[config.mk]
export PLATFORM = sky130hd
export DESIGN_NAME = alu_rr_scheduler
export DESIGN_NICKNAME = d
export VERILOG_FILES = /design/src/rtl/alu_pkg.sv /design/src/rtl/rr_arbiter.sv /design/src/rtl/alu_rr_scheduler.sv
export SDC_FILE = /design/constraint.sdc
export NUM_CORES = 1
export LEC_CHECK = 0
export CORE_AREA = 5 5 159 161
export DETAILED_ROUTE_END_ITERATION = 12
export DIE_AREA = 0 0 164 166
export GPL_ROUTABILITY_DRIVEN = 0
export PLACE_DENSITY = 0.79
export SLEW_MARGIN = 25
export SYNTH_ARGS = -nofsm -noshare
export SYNTH_HDL_FRONTEND = slang
export SYNTH_HIERARCHICAL = 1
export SYNTH_SLANG_ARGS = --single-unit
[constraint.sdc]
create_clock -name clk -period 4.6 [get_ports clk]
set_input_delay 0.92 -clock clk [delete_from_list [all_inputs] [get_ports clk]]
set_output_delay 0.92 -clock clk [all_outputs]
set_load 0.1 [all_outputs]
[src/rtl/alu_pkg.sv]
// Shared types for the alu and its round-robin scheduler: op encoding,
// scheduler states and the datapath width.
package alu_pkg;

  localparam int DATA_W = 32;
  localparam int OP_W   = 3;

  typedef enum logic [OP_W-1:0] {
    ALU_NOP = 3'b000,
    ALU_ADD = 3'b001,
    ALU_SUB = 3'b010,
    ALU_MUL = 3'b011,
    ALU_XOR = 3'b100,
    ALU_AND = 3'b101,
    ALU_OR  = 3'b110,
    ALU_NOT = 3'b111
  } op_e;

  typedef enum logic [1:0] {
    IDLE,
    ISSUE,
    WAIT,
    RESP
  } sched_state_e;

endpackage

[src/rtl/rr_arbiter.sv]
// Combinational round-robin arbiter: the first requester at or above ptr,
// wrapping modulo N, receives a one-hot grant.
module rr_arbiter #(
  parameter int N = 4
) (
  input  logic [N-1:0]         req,
  input  logic [$clog2(N)-1:0] ptr,
  output logic [N-1:0]         grant
);

  int   idx;
  logic found;

  always_comb begin
    grant = '0;
    found = 1'b0;
    idx   = 0;
    for (int k = 0; k < N; k++) begin
      idx = int'(ptr) + k;
      if (idx >= N) idx = idx - N;
      if (!found && req[idx]) begin
        grant[idx] = 1'b1;
        found      = 1'b1;
      end
    end
  end

endmodule

[src/rtl/alu_rr_scheduler.sv]
// Shares one alu between N_REQ requesters: round-robin grant, one op in
// flight, with a timeout on the alu ready and an error response for op 000.
module alu_rr_scheduler
  import alu_pkg::*;
#(
  parameter int N_REQ       = 4,
  parameter int TIMEOUT_CYC = 64
) (
  input  logic                    clk,
  input  logic                    rst,
  input  logic [N_REQ-1:0]        req_valid,
  output logic [N_REQ-1:0]        req_ready,
  input  logic [N_REQ*DATA_W-1:0] req_a,
  input  logic [N_REQ*DATA_W-1:0] req_b,
  input  logic [N_REQ*OP_W-1:0]   req_op,
  output logic [N_REQ-1:0]        rsp_valid,
  input  logic [N_REQ-1:0]        rsp_ready,
  output logic [DATA_W-1:0]       rsp_out,
  output logic                    rsp_carry,
  output logic                    rsp_err,
  output logic [DATA_W-1:0]       alu_a,
  output logic [DATA_W-1:0]       alu_b,
  output logic [OP_W-1:0]         alu_op,
  input  logic [DATA_W-1:0]       alu_out,
  input  logic                    alu_carry,
  input  logic                    alu_ready
);

  localparam int ID_W  = $clog2(N_REQ);
  localparam int CNT_W = $clog2(TIMEOUT_CYC + 1);

  sched_state_e      state_q, state_n;
  logic [ID_W-1:0]   ptr_q, id_q, gnt_idx;
  logic [N_REQ-1:0]  grant;
  logic [DATA_W-1:0] a_q, b_q, out_q;
  logic [DATA_W-1:0] sel_a, sel_b;
  op_e               op_q, sel_op;
  logic              carry_q, err_q;
  logic [CNT_W-1:0]  cnt_q, cnt_n;
  logic              req_fire, rsp_fire, timeout;

  rr_arbiter #(.N(N_REQ)) u_arb (
    .req   (req_valid),
    .ptr   (ptr_q),
    .grant (grant)
  );

  always_comb begin
    gnt_idx = '0;
    for (int i = 0; i < N_REQ; i++) begin
      if (grant[i]) gnt_idx = ID_W'(i);
    end
  end

  assign sel_a  = req_a[int'(gnt_idx)*DATA_W +: DATA_W];
  assign sel_b  = req_b[int'(gnt_idx)*DATA_W +: DATA_W];
  assign sel_op = op_e'(req_op[int'(gnt_idx)*OP_W +: OP_W]);

  // NOTE: every variable written here gets a default first, so no latch is inferred.
  always_comb begin
    state_n  = state_q;
    req_fire = 1'b0;
    rsp_fire = 1'b0;
    timeout  = 1'b0;
    cnt_n    = (cnt_q == CNT_W'(TIMEOUT_CYC)) ? cnt_q : cnt_q + 1'b1;
    case (state_q)
      IDLE: begin
        if (|(req_valid & grant)) begin
          req_fire = 1'b1;
          state_n  = (sel_op == ALU_NOP) ? RESP : ISSUE;
        end
      end
      ISSUE: state_n = WAIT;
      WAIT: begin
        // Ready wins over a timeout landing on the same edge.
        if (alu_ready) begin
          state_n = RESP;
        end else if (cnt_n == CNT_W'(TIMEOUT_CYC)) begin
          timeout = 1'b1;
          state_n = RESP;
        end
      end
      RESP: begin
        if (rsp_ready[id_q]) begin
          rsp_fire = 1'b1;
          state_n  = IDLE;
        end
      end
      default: state_n = IDLE;
    endcase
  end

  assign req_ready = (state_q == IDLE) ? grant : '0;
  assign rsp_valid = (state_q == RESP) ? (N_REQ'(1) << id_q) : '0;
  assign rsp_out   = out_q;
  assign rsp_carry = carry_q;
  assign rsp_err   = err_q;
  assign alu_a     = a_q;
  assign alu_b     = b_q;
  assign alu_op    = (state_q == ISSUE || state_q == WAIT) ? op_q : ALU_NOP;

  // NOTE: sequential state uses non-blocking assignments so every register samples pre-edge values.
  always_ff @(posedge clk) begin
    if (rst) begin
      state_q <= IDLE;
      ptr_q   <= '0;
      id_q    <= '0;
      a_q     <= '0;
      b_q     <= '0;
      op_q    <= ALU_NOP;
      out_q   <= '0;
      carry_q <= 1'b0;
      err_q   <= 1'b0;
      cnt_q   <= '0;
    end else begin
      state_q <= state_n;
      if (req_fire) begin
        a_q   <= sel_a;
        b_q   <= sel_b;
        op_q  <= sel_op;
        id_q  <= gnt_idx;
        cnt_q <= '0;
        if (sel_op == ALU_NOP) begin
          out_q   <= '0;
          carry_q <= 1'b0;
          err_q   <= 1'b1;
        end
      end
      if (state_q == WAIT) begin
        if (alu_ready) begin
          out_q   <= alu_out;
          carry_q <= alu_carry;
          err_q   <= 1'b0;
        end else if (timeout) begin
          out_q   <= '0;
          carry_q <= 1'b0;
          err_q   <= 1'b1;
        end else begin
          cnt_q <= cnt_n;
        end
      end
      if (rsp_fire) begin
        ptr_q <= (id_q == ID_W'(N_REQ - 1)) ? '0 : id_q + 1'b1;
      end
    end
  end

endmodule

# Yosys cells after proc, flatten, opt, wreduce, memory -nomap -nowiden
# Index checks and enable logic that the tools add are counted.
totals:
  elab_cells: 138
  memories: 0
  latch_bits: 0
  output_inout_bits: 109
  mem_bits_ro: 0
  ramBits: 0
  register_bits: 114
  inputBits: 312
op_classes:
  reduce_logical: 15
  mux: 73
  eq_ne: 9
  n_div: 0
  mul: 1
  bitwise_logic: 4
  n_addsub: 9
  magnitude_cmp: 13
  n_shift: 4
op_table:
  columns: ["cell", "count"]
  rows:
  - ["2-to-1 mux 32 bit", 9]
  - ["variable part select 128 x 8 -> 32 bit", 2]
  - ["greater-or-equal comparator 32 x 1 -> 1 bit (second input constant)", 4]
  - ["less-than comparator 32 x 4 -> 1 bit (second input constant)", 4]
  - ["greater-or-equal comparator 32 x 4 -> 1 bit (second input constant)", 3]
  - ["subtractor 32 x 4 -> 32 bit (second input constant)", 3]
  - ["2-to-1 mux 7 bit", 5]
  - ["2-to-1 mux 1 bit", 34]
  - ["2-to-1 mux 4 bit", 6]
  - ["2-to-1 mux 2 bit", 8]
  - ["== test 7 bit (second input constant)", 2]
  - ["bitwise OR 4 bit", 3]
  - ["variable part select 12 x 5 -> 3 bit", 1]
  - ["binary-select mux 1 bit (select 2 bit)", 5]
  - ["demux 1 bit (select 2 bit)", 4]
  - ["one-hot mux 2 bit (4 select lines)", 1]
  - ["adder 7 x 1 -> 7 bit (second input constant)", 1]
  - ["logical AND 1 bit", 7]
  - ["adder 2 x 2 -> 3 bit (second input constant)", 2]
  - ["== test 2 bit (second input constant)", 3]
  - ["bitwise AND 4 bit", 1]
  - ["multiplier 2 x 2 -> 4 bit (second input constant)", 1]
  - ["inequality test 2 bit (second input constant)", 2]
  - ["OR reduction 4 bit", 1]
  - ["14 further kinds", 16]

# Logic depth before layout (Yosys ltp)
# Gate-level depths: netlist of the first run.
depth:
  word_depth: 26
  ltp_mapped: 14
  depth_no_buf: 11

# By module
# Netlist of the first run, hierarchy kept.
modules_own_cells:
  columns: ["module", "cells_each", "area_each_um2", "n_inst", "seq_area_each_um2"]
  rows:
  - ["alu_rr_scheduler", 824, 6781.5, 1, 2282.2]
  - ["rr_arbiter", 38, 357.8, 1, 0.0]

# Worst setup path before layout of the first run
# No wires, ideal clock.
synth_path:
  path_type: "in2out"
  from: "input req_valid[3]"
  to: "output req_ready[3]"
  stages: 9
  t_arrival_ns: 3.707
  required_ns: 3.680
  n_path_buf: 4
  path_slack_ns: -0.027
  cell_sequence: "mux4_2 buf_6 nor4b_4 nand2_1 o211ai_1 clkbuf_1 clkbuf_1 clkbuf_1 and2_1"
synth_between:
  elab_chain_cells: 14
  elab_cells_between_ends: 29
  cone_classes: "mux: 20; bitwise: 3; reduce/logical: 6"
synth_lines:
  columns: ["element", "line", "source"]
  rows:
  - ["from (decl)", "alu_rr_scheduler.sv:11", "input logic [N_REQ-1:0] req_valid,"]
  - ["binary-select mux 1 bit (select 2 bit)", "rr_arbiter.sv:21", "if (!found && req[idx]) begin"]
  - ["2-to-1 mux 1 bit (not written as such) (2 in series)", "rr_arbiter.sv:21", null]
  - ["2-to-1 mux 1 bit", "rr_arbiter.sv:21", null]
  - ["zero test 1 bit", "rr_arbiter.sv:21", null]
  - ["logical AND 1 bit", "rr_arbiter.sv:21", null]
  - ["2-to-1 mux 1 bit", "rr_arbiter.sv:21", null]
  - ["zero test 1 bit", "rr_arbiter.sv:21", null]
  - ["logical AND 1 bit", "rr_arbiter.sv:21", null]
  - ["2-to-1 mux 1 bit", "rr_arbiter.sv:21", null]
  - ["zero test 1 bit", "rr_arbiter.sv:21", null]
  - ["logical AND 1 bit", "rr_arbiter.sv:21", null]
  - ["2-to-1 mux 4 bit *", "rr_arbiter.sv:21", null]
  - ["named net grant[3]", "alu_rr_scheduler.sv:34", "logic [N_REQ-1:0] grant;"]
  - ["2-to-1 mux 4 bit *", "alu_rr_scheduler.sv:93", "assign req_ready = (state_q == IDLE) ? grant : '0;"]
  - ["to (decl)", "alu_rr_scheduler.sv:12", "output logic [N_REQ-1:0] req_ready,"]
# Mark *: on every way through the listed nets, which the timed path passes. The rest lies on a longest branch. The select of a mux whose other input is x is not followed.

# Worst setup path after layout of the first run
layout_path:
  from: "input req_valid[3]"
  to: "output req_ready[2]"
# The elaborated chain is that of the path after synthesis.

==> impl_results.md, run 1 <==
* Final Hold Violating Endpoints at 0
* Placed wire-length estimate at 23.3 mm
* Clock latency of the later-clocked register in the worst-skew pair at 0.41 ns
* Lkg Pwr at 4.94 nW
* Yosys top cell by area: sky130_fd_sc_hd__dfxtp_1
* Normalized max-slew margin at 0.288
* Total number of placement rows at 57
* Largest net degree at the start of global routing at 67
* Worst VDD drop at 265 uV
* WP data arrival at 3.35 ns
* Antenna viol nets, final at 0
* Post-synth top flop: sky130_fd_sc_hd__dfxtp_1
* Number of setup violations in the final report at 0
* Initial detailed-routing violation count at 593
* Total Die Area at 27200 um2
* Net total in the final layout at 1571
* EDFF count, synth at 0
* Minimum setup slack after placement at 0.0115 ns
* Placeable core area at 23800 um2
* Fraction of synthesized cell area taken by the top area cell type at 0.320
* Most used standard cell by instance count after synthesis: sky130_fd_sc_hd__nand2_1
* Number of input and output port buffers inserted at 420
* Antenna violations before repair at 5
* Top achievable clock speed at 234 MHz
* Fraction of synthesis flops using an asynchronous set or reset pin at 0
* Final Hold Slack at 0.462 ns
* Worst min-delay path class: reg2reg
* Post-route clock skew at 0.00778 ns
* Detail-routed net length per standard cell at 18.9 um
* Number of DRC violations after detailed routing at 0
* Ys Warns at 6
* TritonCTS clock tree: done
* Synth top cells by count: sky130_fd_sc_hd__nand2_1 (119), sky130_fd_sc_hd__dfxtp_1 (114), sky130_fd_sc_hd__a21oi_1 (76)
* Worst setup startpoint: req_valid[3]
* H-tree levels at 4
* CTS buffer count at 17
* Status: completed
* Start-to-end type of the worst setup path: in2out
* Overall routed net length at 29.9 mm
* Placed cell area at 11600 um2
* Fraction of final layout cells with drive strength greater than 1 at 0.0622
* Cell chosen for the clock root: sky130_fd_sc_hd__clkbuf_16
* Worst Setup End Kind: primary output
* Filler-free cell count of the finished design at 1583
* Unique cell type count in the Yosys netlist at 59
* Overall die height at 166 um
* Worst slew pin tran at 1.06 ns
* Post-synthesis to final-layout area growth at 71.8%
* Origin of the worst min-delay path: rsp_out[16]$_SDFF_PP0_
* Clock-pin transition on the worst setup and hold timing paths at 0.06 ns
* Number of instances in the synthesized netlist at 862
* Time the worst path needs with I/O delays and setup at 4.27 ns
* Setup slack of the critical path after layout at 0.325 ns
* Terminating pin of the worst hold path: rsp_out[16]$_SDFF_PP0_
* Number of placed I/O pins at 421
* Die span in x at 164 um
* Final design area excluding fillers at 12300 um2
* Hold Path Stages at 2
* Number of max-cap violations at 0
* Flop and latch count out of synthesis at 114
* Endpoint of the worst-slack reg-to-reg timing path: rsp_out[11]$_SDFF_PP0_
* Global-route congestion overflow total at 0
* Biggest fanout along the worst timing path at 10
* Synth top area cells: sky130_fd_sc_hd__dfxtp_1 (32%), sky130_fd_sc_hd__mux2i_1 (10%), sky130_fd_sc_hd__o211a_1 (9.0%), sky130_fd_sc_hd__o211ai_1 (7.5%), sky130_fd_sc_hd__nand2_1 (6.3%)
* Power density over cell area at 512 nW/um2
* Overall Global Routing Usage at 0.212
* Ratio of final minimum period to clock period at 0.929
* Setup TNS at 0 ns
* Worst reg2reg path startpoint: ptr_q[0]$_SDFFE_PP0P_
* Average via count per standard cell at 5.09
* Synthesized Nets at 1192
* Maximum buffer depth of the clock tree at 2
* Mapped cell area at 7140 um2
* Register area share after synthesis at 0.320
* First-pass GRT wire length at 45.5 mm
* Cell Count Post-Placement at 1544
* Mapped Avg Cell Area at 8.28 um2
* Number of buffers inserted for hold repair after clock tree synthesis at 0
* RSZ-0062 raised after global routing: no
* Cell depth of the worst flop-to-flop path at 13
* Vias in the first global route at 7992
* Sinks on Clock Net at 114
* Kind of start point of the critical path: input pin
* Worst reg-to-reg setup slack at 0.67 ns
* Number of pins with negative max-slew slack in the final report at 0
* Total via count in the routed design at 8053
* Pre-antenna DRT Iters at 5
* CP Data Required Time at 3.68 ns
* Starting density of the core at 0.300
-- power by group --
group | leakage, nW | switching [W] | internal, W
clock | 0.297 | 0.000563 | 0.000828
sequential | 0.933 | 0.000137 | 0.00122
combinational | 3.71 | 0.00247 | 0.00106
total | 4.94 | 0.00317 | 0.00311
-- worst max-delay path: stages --
cell and delay, ns:
sky130_fd_sc_hd__clkdlybuf4s50_1 0.47, sky130_fd_sc_hd__mux4_2 0.63, sky130_fd_sc_hd__nor4b_4 0.41, sky130_fd_sc_hd__nand2_1 0.11
sky130_fd_sc_hd__o211ai_1 0.18, sky130_fd_sc_hd__buf_4 0.21, sky130_fd_sc_hd__and2_1 0.21, sky130_fd_sc_hd__buf_12 0.19
-- cells by family after synthesis --
kind of cell    Yosys count  share of synthesized area
simple gates            244                      0.150
flops                   114                      0.320
xor+xnor                  2                    0.00245
buf+inv                 130                     0.0790
fa+ha+maj                18                     0.0315
compound gates          278                      0.301
mux                      76                      0.116
-- area by class of cell --
class	instances	area, um2
fill	2307	11600
timing repair buffer	441	4470
multi-input combinational	618	4300
sequential	114	2280
clock buffer	17	425
tap	324	405
clock inverter	15	186
inverter	49	184
antenna	5	12.5
-- layout by cell type (no fill, tap or decap), types with 12 or more instances in the layout --
cell type,n
sky130_fd_sc_hd__nor2_1,74
sky130_fd_sc_hd__ha_1,18
sky130_fd_sc_hd__clkbuf_16,17
sky130_fd_sc_hd__dfxtp_1,114
sky130_fd_sc_hd__o211ai_1,71
sky130_fd_sc_hd__mux2i_1,71
sky130_fd_sc_hd__and2_1,12
sky130_fd_sc_hd__buf_4,17
sky130_fd_sc_hd__inv_1,48
sky130_fd_sc_hd__clkdlybuf4s50_1,413
sky130_fd_sc_hd__o211a_1,64
sky130_fd_sc_hd__a21oi_1,76
sky130_fd_sc_hd__o41ai_1,32
sky130_fd_sc_hd__nand2_1,119
-- routing by layer --
metal / GRT usage / routed length [um] / vias up
met1: 0.246 / 11700 / 3802
met5: 0 / 0 / -
li1: - / - / 3901
met3: 0.0551 / 1920 / 50
met4: 0.0824 / 942 / 0
met2: 0.372 / 15300 / 300
-- sequential cells by signal, indices dropped and copies added (netlist names), 2 cells and up --
signal,cells
alu_a,32
alu_b,32
rsp_out,32
cnt_q,7
op_q,3
id_q,2
ptr_q,2
state_q,2
-- repair_timing --
item                                   in CTS  in global routing
endpoints found under the hold margin       0                  0
gates resized for setup                     0                  0
buffers inserted                            0                  2
setup endpoints to repair                   0                  1
-- worst max-delay path by stage --
stage                     slack (ns)                endpoint
after detailed placement        0.01  rsp_out[11]$_SDFF_PP0_
final                           0.33            req_ready[2]
after global placement          0.16    id_q[0]$_SDFFE_PP0P_
after CTS                       0.07            req_ready[1]
after floorplan                 0.10            req_ready[2]
after global routing            0.19            req_ready[2]
-- through the flow --
stage | power [W] | utilization
floorplan | 0.00384 | -
global placement | 0.00488 | 0.488
detailed placement | 0.00492 | 0.488
CTS | 0.00634 | 0.514
global route | 0.00655 | 0.515
finish | 0.00628 | 0.515
Note: power is estimated with default switching activity, not from simulation.
==> run 2: changes to the inputs <==
- ABC_AREA: default -> 0
- SETUP_SLACK_MARGIN: default -> 0.5
==> impl_results.md, run 2 (synthesis results as in run 1) <==
* Pre-antenna DRT Iters at 5 (unchanged)
* RSZ-0062 raised after global routing: no
* Worst reg2reg path startpoint: ptr_q[0]$_SDFFE_PP0P_
* Number of placed I/O pins at 421 (unchanged)
* Minimum setup slack after placement at 0.0197 ns (+0.00828 ns)
* Highest-delay cell along the critical path: sky130_fd_sc_hd__dfxtp_2
* Cell depth of the worst flop-to-flop path at 13 (unchanged)
* Origin of the worst min-delay path: rsp_out[2]$_SDFF_PP0_
* Number of input and output port buffers inserted at 420 (unchanged)
* Antenna viol nets, final at 0 (unchanged)
* Top achievable clock speed at 258 MHz (+10%)
* Placed wire-length estimate at 23.1 mm (-0.92%)
* Total via count in the routed design at 8037 (-0.20%)
* Worst VDD drop at 442 uV (+67%)
* Global-route congestion overflow total at 0 (unchanged)
* Fraction of final layout cells with drive strength greater than 1 at 0.0707 (+0.00849)
* Overall Global Routing Usage at 0.208 (-0.00448)
* Cell chosen for the clock root: sky130_fd_sc_hd__clkbuf_16
* Setup slack of the critical path after layout at 0.725 ns (+0.400 ns)
* Sinks on Clock Net at 114 (unchanged)
* Largest net degree at the start of global routing at 99 (+48%)
* Detail-routed net length per standard cell at 18.8 um (-0.47%)
* Number of DRC violations after detailed routing at 0 (unchanged)
* Post-synthesis to final-layout area growth at 72.1%
* Clock-pin transition on the worst setup and hold timing paths at 0.07 ns (about the same)
* Total number of placement rows at 57 (unchanged)
* Number of pins with negative max-slew slack in the final report at 0 (unchanged)
* Biggest fanout along the worst timing path at 10 (unchanged)
* H-tree levels at 4 (unchanged)
* Number of setup violations in the final report at 0 (unchanged)
* Average via count per standard cell at 5.08 (-0.20%)
* Met1 track demand over resource at 0.247 (+0.000766)
* Starting density of the core at 0.300 (unchanged)
* Slowest stage delay, CP at 0.47 ns (-0.16 ns)
* Terminating pin of the worst hold path: rsp_out[2]$_SDFF_PP0_
* Total Die Area at 27200 um2 (unchanged)
* Grt met2 use at 0.370 (-0.00252)
* Crit-path most repeated cell: sky130_fd_sc_hd__buf_4
* Time the worst path needs with I/O delays and setup at 3.87 ns (-0.400 ns)
* CP Data Required Time at 3.68 ns (about the same)
* CTS buffer count at 17 (unchanged)
* Worst Setup End Kind: primary output
* Lkg Pwr at 4.99 nW (+1.1%)
* Layout fillers at 2251 (-2.4%)
* Worst slew pin tran at 1.09 ns (+0.0213 ns)
* Antenna violations before repair at 1 (-4)
* Start-to-end type of the worst setup path: reg2out
* Worst min-delay path class: reg2reg
* Kind of start point of the critical path: register
* WP data arrival at 2.95 ns (-0.40 ns)
* Routing usage on met3 at 0.0551 (unchanged)
* First-pass GRT wire length at 44.6 mm (-1.9%)
* Total inserted antenna cells at 0 (-5)
* Vias in the first global route at 7917 (-0.94%)
* Number of max-cap violations at 0 (unchanged)
* Most common cell after layout, fill and taps aside: sky130_fd_sc_hd__clkdlybuf4s50_1
* Commonest cells after routing, fill and taps aside: sky130_fd_sc_hd__clkdlybuf4s50_1 (410), sky130_fd_sc_hd__nand2_1 (118), sky130_fd_sc_hd__dfxtp_1 (112)
* Worst reg-to-reg setup slack at 0.88 ns (+0.21 ns)
* List of cells traversed by the critical path: inv_1, ha_1, mux4_2, nor4b_4, nand2_1, o211ai_1, buf_4, buf_4, and2_4, buf_12
* Final Hold Violating Endpoints at 0 (unchanged)
* Clock latency of the later-clocked register in the worst-skew pair at 0.41 ns (about the same)
* Status: completed
* GR peak layer: met2
* Ratio of final minimum period to clock period at 0.842 (-0.0870)
* Normalized max-slew margin at 0.274 (-0.0142)
* Endpoint of the worst-slack reg-to-reg timing path: rsp_out[22]$_SDFF_PP0_
* Maximum buffer depth of the clock tree at 2 (unchanged)
* TritonCTS clock tree: done
* Power density over cell area at 507 nW/um2 (-1.1%)
* Placeable core area at 23800 um2 (unchanged)
* Die span in x at 164 um (unchanged)
* Number of buffers inserted for hold repair after clock tree synthesis at 0 (unchanged)
* Setup TNS at 0 ns (unchanged)
* Post-route clock skew at 0.0150 ns (+0.00724 ns)
* Initial detailed-routing violation count at 476 (-20%)
* Hold Path Stages at 2 (unchanged)
* Overall die height at 166 um (unchanged)
* Net total in the final layout at 1576 (+0.32%)
* Overall routed net length at 29.8 mm (-0.47%)
[run 2: cell types whose count changed in the layout (fill, tap and decap cells not counted), sizes merged]
cell	delta
dlymetal6s2s	+4
buf	+4
bufinv	-1
clkinv	+1
clkdlybuf4s50	-3
diode	-5
[run 2: worst max-delay path by stage]
| stage | slack (ns) | from | cells past startpoint | to |
|---|---|---|---|---|
| finish | 0.73 | ptr_q[0]$_SDFFE_PP0P_ | 10 | req_ready[2] |
| CTS | 0.52 | req_valid[2] | 9 | req_ready[2] |
| floorplan | 0.39 | req_valid[3] | 9 | req_ready[3] |
| global route | 0.54 | ptr_q[0]$_SDFFE_PP0P_ | 10 | req_ready[2] |
| global placement | 0.05 | req_valid[3] | 10 | rsp_out[29]$_SDFF_PP0_ |
| detailed placement | 0.02 | req_valid[3] | 10 | rsp_out[22]$_SDFF_PP0_ |
[run 2: layer usage]
metal / routed length, um / part of all wire / vias up
met5: 13 / 0.00044 / -
met3: 2110 / 0.071 / 34
li1: - / - / 3911
met1: 11700 / 0.39 / 3795
met2: 15400 / 0.52 / 295
met4: 544 / 0.018 / 2
[run 2: layout make-up]
type | count | area (um2) | share of cell area
well taps | 324 | 405 | 0.0330
flip-flops and latches | 114 | 2280 | 0.186
inverters | 49 | 184 | 0.0150
repair buffers | 446 | 4520 | 0.368
multi-input cells | 618 | 4310 | 0.351
clock buffers | 17 | 425 | 0.0346
clock inverters | 15 | 159 | 0.0129
[run 2: worst max-delay path: cells and delay by family (launching register included)]
kind | cells | cell delay (ns)
and+or+nand+nor | 3 | 0.63
buffers and inverters | 4 | 0.59
DFF | 1 | 0.47
muxes | 1 | 0.38
adders and majority gates | 1 | 0.35
AOI/OAI and AO/OA | 1 | 0.11
[run 2: where the power goes]
| part | switching [W] | internal, W |
|---|---|---|
| Sequential | 0.000137 | 0.00122 |
| Clock | 0.000569 | 0.000771 |
| Combinational | 0.00247 | 0.00106 |
[run 2: metrics by stage]
step,utilization,cells,cell area (um2),total power (W),hold slack [ns]
6_report,0.516,1583,12300,0.00623,0.462
5_1_grt,0.516,1583,12300,0.00648,0.488
4_1_cts,0.515,1582,12300,0.00628,0.464
3_5_place_dp,0.488,1543,11600,0.00490,0.453
3_3_place_gp,0.488,1543,11600,0.00487,0.449
2_1_floorplan,-,862,7150,0.00384,0.471
[run 2: repair_timing]
action | in CTS | in global routing
resized for setup | 0 | 9
endpoints found under the setup margin | 36 | 37
pin swaps | 2 | 2
setup buffers | 7 | 1
